==> src/rtl/tdm_demux_pkg.sv <==
// Shared constants and state encoding for the 1-to-4 TDM demultiplexer.
package tdm_demux_pkg;
    localparam int NUM_SLOTS = 4;
    localparam int SLOT_W    = 2;

    typedef enum logic {
        IDLE    = 1'b0,
        COLLECT = 1'b1
    } state_t;
endpackage

==> src/rtl/demux_slot_decoder.sv <==
// One-hot decode of a slot index into shadow write enables, gated by a strobe.
module demux_slot_decoder
    import tdm_demux_pkg::*;
(
    input  logic [SLOT_W-1:0]    slot,
    input  logic                 strobe,
    output logic [NUM_SLOTS-1:0] we
);
    for (genvar gi = 0; gi < NUM_SLOTS; gi++) begin : g_dec
        assign we[gi] = strobe && (slot == SLOT_W'(gi));
    end
endmodule

==> src/rtl/tdm_one_cross_four_demux.sv <==
// Collects four framed beats into a hidden shadow and publishes them to the
// channel outputs atomically once per complete frame.
module tdm_one_cross_four_demux
    import tdm_demux_pkg::*;
#(
    parameter int WIDTH = 1
) (
    input  logic              clk,
    input  logic              rst,
    input  logic [WIDTH-1:0]  in,
    input  logic              in_valid,
    input  logic              sync,
    input  logic              err_clr,
    output logic [WIDTH-1:0]  out0,
    output logic [WIDTH-1:0]  out1,
    output logic [WIDTH-1:0]  out2,
    output logic [WIDTH-1:0]  out3,
    output logic              frame_valid,
    output logic [SLOT_W-1:0] slot,
    output logic              err
);
    state_t                state_reg;
    logic [SLOT_W-1:0]     slot_reg;
    logic                  frame_valid_reg;
    logic                  err_reg;
    logic [WIDTH-1:0]      shadow_reg [NUM_SLOTS];
    logic [WIDTH-1:0]      out_reg    [NUM_SLOTS];

    logic                  accept;
    logic                  short_frame;
    logic                  complete;
    logic                  wr_strobe;
    logic [SLOT_W-1:0]     wr_slot;
    logic [NUM_SLOTS-1:0]  shadow_we;

    assign accept      = in_valid;
    assign short_frame = accept && sync && (state_reg == COLLECT);
    assign complete    = accept && !sync && (state_reg == COLLECT)
                         && (slot_reg == SLOT_W'(NUM_SLOTS - 1));
    // A sync beat always restarts at slot 0; non-sync beats in IDLE are dropped.
    assign wr_strobe   = accept && (sync || (state_reg == COLLECT));
    assign wr_slot     = sync ? '0 : slot_reg;

    demux_slot_decoder u_dec (
        .slot   (wr_slot),
        .strobe (wr_strobe),
        .we     (shadow_we)
    );

    for (genvar gi = 0; gi < NUM_SLOTS; gi++) begin : g_shadow
        always_ff @(posedge clk or posedge rst) begin
            if (rst) begin
                shadow_reg[gi] <= '0;
            end else if (shadow_we[gi]) begin
                shadow_reg[gi] <= in;
            end else if (short_frame) begin
                shadow_reg[gi] <= '0;
            end
        end
    end

    always_ff @(posedge clk or posedge rst) begin
        if (rst) begin
            state_reg       <= IDLE;
            slot_reg        <= '0;
            frame_valid_reg <= 1'b0;
            for (int i = 0; i < NUM_SLOTS; i++) out_reg[i] <= '0;
        end else begin
            frame_valid_reg <= 1'b0;
            if (accept) begin
                case (state_reg)
                    IDLE: begin
                        if (sync) begin
                            slot_reg  <= SLOT_W'(1);
                            state_reg <= COLLECT;
                        end
                    end
                    COLLECT: begin
                        if (sync) begin
                            slot_reg <= SLOT_W'(1);
                        end else if (complete) begin
                            // The last beat bypasses the shadow so the frame lands in one edge.
                            for (int i = 0; i < NUM_SLOTS - 1; i++) out_reg[i] <= shadow_reg[i];
                            out_reg[NUM_SLOTS-1] <= in;
                            frame_valid_reg      <= 1'b1;
                            slot_reg             <= '0;
                            state_reg            <= IDLE;
                        end else begin
                            slot_reg <= slot_reg + SLOT_W'(1);
                        end
                    end
                    default: state_reg <= IDLE;
                endcase
            end
        end
    end

    // Set has priority over a simultaneous clear.
    always_ff @(posedge clk or posedge rst) begin
        if (rst) begin
            err_reg <= 1'b0;
        end else if (short_frame) begin
            err_reg <= 1'b1;
        end else if (err_clr) begin
            err_reg <= 1'b0;
        end
    end

    assign out0        = out_reg[0];
    assign out1        = out_reg[1];
    assign out2        = out_reg[2];
    assign out3        = out_reg[3];
    assign frame_valid = frame_valid_reg;
    assign slot        = slot_reg;
    assign err         = err_reg;
endmodule
==> config.mk <==
export PLATFORM = sky130hd
export DESIGN_NAME = tdm_one_cross_four_demux
export DESIGN_NICKNAME = d
export VERILOG_FILES = /design/src/rtl/tdm_demux_pkg.sv /design/src/rtl/demux_slot_decoder.sv /design/src/rtl/tdm_one_cross_four_demux.sv
export SDC_FILE = /design/constraint.sdc
export NUM_CORES = 1
export LEC_CHECK = 0
export BUFFER_PORTS_ARGS = -buffer_cell sky130_fd_sc_hd__buf_2
export CORE_MARGIN = 2
export CORE_UTILIZATION = 40
export CTS_BUF_LIST = sky130_fd_sc_hd__clkbuf_8
export DETAILED_ROUTE_END_ITERATION = 12
export GPL_TIMING_DRIVEN = 1
export PLACE_DENSITY = 0.65
export RECOVER_POWER = 100
export SLEW_MARGIN = 20
export SYNTH_ARGS = -nofsm -noshare
export SYNTH_HDL_FRONTEND = slang
export SYNTH_HIERARCHICAL = 1
export SYNTH_SLANG_ARGS = --single-unit
==> constraint.sdc <==
create_clock -name clk -period 1.9 [get_ports clk]
set_input_delay 0.285 -clock clk [delete_from_list [all_inputs] [get_ports clk]]
set_output_delay 0.285 -clock clk [all_outputs]
set_load 0.05 [all_outputs]
==> results of run 1 <==
-- area by class of cell --
type                       instances  area [um^2]  area share
multi-input combinational         29          218       0.327
timing repair buffer              13         55.1      0.0827
clock buffer                       4         55.1      0.0827
inverter                           5         18.8      0.0282
sequential                        12          300       0.451
tap                               15         18.8      0.0282
-- placed cells by master (no fill, tap or decap), drive strengths merged, types with 2 or more instances in the layout --
cell and instances:
clkbuf 12, buf 5, o21ai 3, mux2 4, dfrtp 12, nand2b 3
inv 5, nand2 5, and3b 2
-- where the power goes --
group          internal, mW  leakage (nW)  switching (mW)  total, mW
registers             0.342         0.153          0.0581      0.400
clock network         0.183        0.0288          0.0906      0.273
logic                 0.124         0.154           0.298      0.422
total                 0.649         0.335           0.446       1.10
-- layer usage --
metal,wire (um),share of wire,vias to the layer above
met5,0,0,-
met4,0,0,0
met3,79,0.083,0
met2,379,0.40,15
met1,490,0.52,187
li1,-,-,200
-- through the flow --
step | area [um^2] | std cells
6_report | 666 | 78
5_1_grt | 666 | 78
4_1_cts | 697 | 78
3_5_place_dp | 642 | 74
3_3_place_gp | 642 | 74
2_1_floorplan | 558 | 46
-- worst max-delay path by stage --
stage          cells after the start     from  endpoint
3_5_place_dp                       3  slot[0]   slot[0]
2_1_floorplan                      3  slot[0]   slot[0]
4_1_cts                            3  slot[0]   slot[0]
3_3_place_gp                       3  slot[0]   slot[0]
5_1_grt                            3  slot[0]      out2
6_report                           1  slot[0]   slot[0]
==> flow_summary.ini, run 1 <==
[run_status]
outcome = finished clean

[floorplanning]
io-pin-count = 14
floorplan.rows = 13
dieArea_um2 = 1710
die_w_um = 41.4
start_util = 0.429
die_h_um = 41.4
core_um2 = 1300

[cts]
cts_root_buffer = clkbuf_8
clockBufferDepth = 2
clkTransAtPathRegs_ps = 50
htree_levels = 1
cts_tree = yes
clock_latency_ps = 230
post_cts_buffers = 0
ctsResizeCount = 0
numCtsBuffers = 3
clock-sinks = 12
hold_buffers = 0

[critical_path]
r2r-start = slot[0]
crit_buf_inv = 1
cp_max_fo = 5
crit_required_ps = 1620
r2r_slack_ps = 510
critPathLaunchType = flop
crit_path_max_incr_delay_ps = 480
cp_slowest_cell = clkbuf_1
critPathCaptureType = output pin
reg2reg_depth = 3
crit_chain = clkbuf_1
critPathTopFamily = buffers and inverters
r2r_end = out2
critical_path_class = flop to output pin
arrival_ps = 1110

[pwr]
ir_drop_mv = 0.901
cellPowerDensity_nw_per_um2 = 1650
fin_total_pwr_mw = 1.10
p_leak_nw = 0.335

[timing]
rsz0062_at_grt = no
tightest_slew_ps = 595
clock_skew_ps = 1.08
max_freq_ghz = 0.715
fin_crit_ps = 1400
slew_violations = 0
whs_ps = 54.9
fin_tns_setup_ps = 0
hold_violations = 0
fin_crit_sh = 0.736
setup_slack_ps = 501
relSlewSlack = 0.605
setup-violations-final = 0

[final_layout]
post-route-util = 0.512
drive_gt1_frac = 0.254
num-fill-cells = 132
largest_reg_flops = 3
nNetsFinal = 71
antennaDiodeCount = 0
syn2layout_area_growth_pct = 19.3

[drt]
drtIter0Drc = 2
drc_errors = 0
routed_wirelength_um = 949
vias = 402
ant_nets = 0
drtPass1Iterations = 2
wl_per_cell_um = 12.2
vias_per_cell = 5.15

[placement]
pre_cts_slack_ps = 593
dp_hpwl_um = 714
gp_congestion = 0.713
portBuffers = 13

[grt]
grt-busiest-layer = met2
use_met1 = 0.188
grt_util_met3 = 0.0638
grt_pass1_wl_mm = 1.52
grt.total_usage = 0.143
grt_pass1_vias = 365
grt_max_degree = 13
antenna_found_initial = 0
use_met2 = 0.230
grt-ovfl-total = 0

[synthesis]
syn_nets = 53
yosysWarnings = 6
syn_area_um2 = 558
avgSynthCellArea_um2 = 12.1
syn_inst = 46

[flow_run]
maxCapViolations = 0

[hold_path]
holdCritPathClass = input pin to async pin
Power figures use the tool's default switching activity.
==> run 2: changes to the inputs <==
- clock period: 1.9 -> 1.4 ns (I/O delays scaled with it)
==> run 2 against run 1 <==
  * Non-clock buffer count rose by 1
  * Cell area up 6.4%
  * Core utilization rose by 3.3 points
  * Global-route usage increased by 2.3 points
  * Via count grew 2.7%
  * Sequential share of layout area decreased by 2.4 points
  * Cell count grew 1.3%
  * Clock-buffer cell count stayed put
  * Setup slack worse by 430 ps
  * Critical path depth grew 2
  * Total power is 43% higher
  * Highest routed layer is now met4
==> flow_summary.ini, run 2 (synthesis gave the netlist of run 1 again) <==
[hold_path]
holdCritPathClass = input pin to flop
whs_path_depth = 3

[final_layout]
multiInputGateArea_um2 = 239
num-fill-cells = 121
drive_gt1_frac = 0.438
largest_reg_flops = 3
final_common_cell = dfrtp_1
mostFrequentLayoutCells = dfrtp_1 (10), clkbuf_2 (7), nand2_1 (5), inv_1 (5), buf_2 (5)
antennaDiodeCount = 0
layout.area.seq_um2 = 303
fin_cells = 79
nNetsFinal = 72
final_design_area_no_fill_um2 = 708
syn2layout_area_growth_pct = 26.9

[timing]
fin_crit_ps = 1330
relSlewSlack = 0.605
slew_violations = 0
tightest_slew_ps = 595
rsz0062_at_grt = no
max_freq_ghz = 0.752
setup-violations-final = 0
hold_violations = 0
fin_crit_sh = 0.950
setup_slack_ps = 69.6
fin_tns_setup_ps = 0
whs_ps = 226
clock_skew_ps = 0.853

[cts]
cts_root_buffer = clkbuf_8
hold_buffers = 1
ctsResizeCount = 0
clock-sinks = 12
htree_levels = 1
clockBufferDepth = 2
post_cts_buffers = 0
clock_latency_ps = 240
numCtsBuffers = 3
clkTransAtPathRegs_ps = 50
cts_tree = yes

[floorplanning]
core_um2 = 1300
die_h_um = 41.4
floorplan.rows = 13
die_w_um = 41.4
dieArea_um2 = 1710
io-pin-count = 14
start_util = 0.429

[critical_path]
arrival_ps = 1450
cp_max_fo = 5
crit_required_ps = 1520
cp_slowest_cell = dfrtp_2
critPathCaptureType = flop
reg2reg_depth = 3
critical_path_class = flop to flop
critPathLaunchType = flop
crit_chain = ha_1 -> and4bb_2 -> a221o_2
crit_path_max_incr_delay_ps = 390

[drt]
drc_errors = 0
drtIter0Drc = 2
ant_nets = 0
routed_wirelength_mm = 1.12
vias_per_cell = 5.23
wl_per_cell_um = 14.2
vias = 413
drtPass1Iterations = 4

[pwr]
ir_drop_mv = 1.00
cellPowerDensity_nw_per_um2 = 2210
p_leak_nw = 0.372

[grt]
grt_max_degree = 13
grt-ovfl-total = 0
grt-busiest-layer = met2
grt_pass1_wl_mm = 1.70
antenna_found_initial = 0
use_met1 = 0.203
grt_util_met3 = 0.0479
grt.total_usage = 0.166
grt_pass1_vias = 390
use_met2 = 0.246

[flow_run]
maxCapViolations = 0

[placement]
dp_hpwl_um = 759
portBuffers = 13
gp_congestion = 0.756
dp.cells = 74
pre_cts_slack_ps = 148
place_area_um2 = 657

[run_status]
outcome = finished clean
## run 2: path summary, 6_finish.rpt
kind                            endpoint  slack, ps    start
max                              slot[0]         70  slot[0]
min                        shadow_reg[1]        230       in
max reg2reg                      slot[0]         70  slot[0]
min reg2reg                          err        480      err
max in group asynchronous        slot[1]        550      rst
min in group asynchronous  shadow_reg[1]        510      rst
## run 2: report_power, final
group / switching, mW / total (mW) / internal [mW]
Combinational: 0.427 / 0.624 / 0.197
Sequential: 0.0911 / 0.560 / 0.468
Clock: 0.134 / 0.383 / 0.249
Total: 0.651 / 1.57 / 0.914
## run 2: through the flow
| step | power (mW) | utilization |
|---|---|---|
| floorplan | 1.05 | - |
| global placement | 1.19 | 0.505 |
| detailed placement | 1.20 | 0.505 |
| CTS | 1.60 | 0.555 |
| global route | 1.65 | 0.544 |
| finish | 1.57 | 0.544 |
## run 2: metal layers
layer  routed length (um)  vias to the layer above
li1                     -                      196
met1                  529                      202
met2                  520                       12
met3                   41                        3
met4                   28                        0
met5                    0                        -
## run 2: critical path: cells and delay by family (launching register included)
kind | cells | cell delay (ps)
flops | 1 | 390
compound gates | 1 | 300
fa+ha+maj | 1 | 260
simple gates | 1 | 260
## run 2: cell type report
type,instances,share of cell area
Sequential cell,12,0.428
Multi-Input combinational cell,29,0.337
Timing Repair Buffer,14,0.104
Clock buffer,4,0.0777
Inverter,5,0.0265
Tap cell,15,0.0265
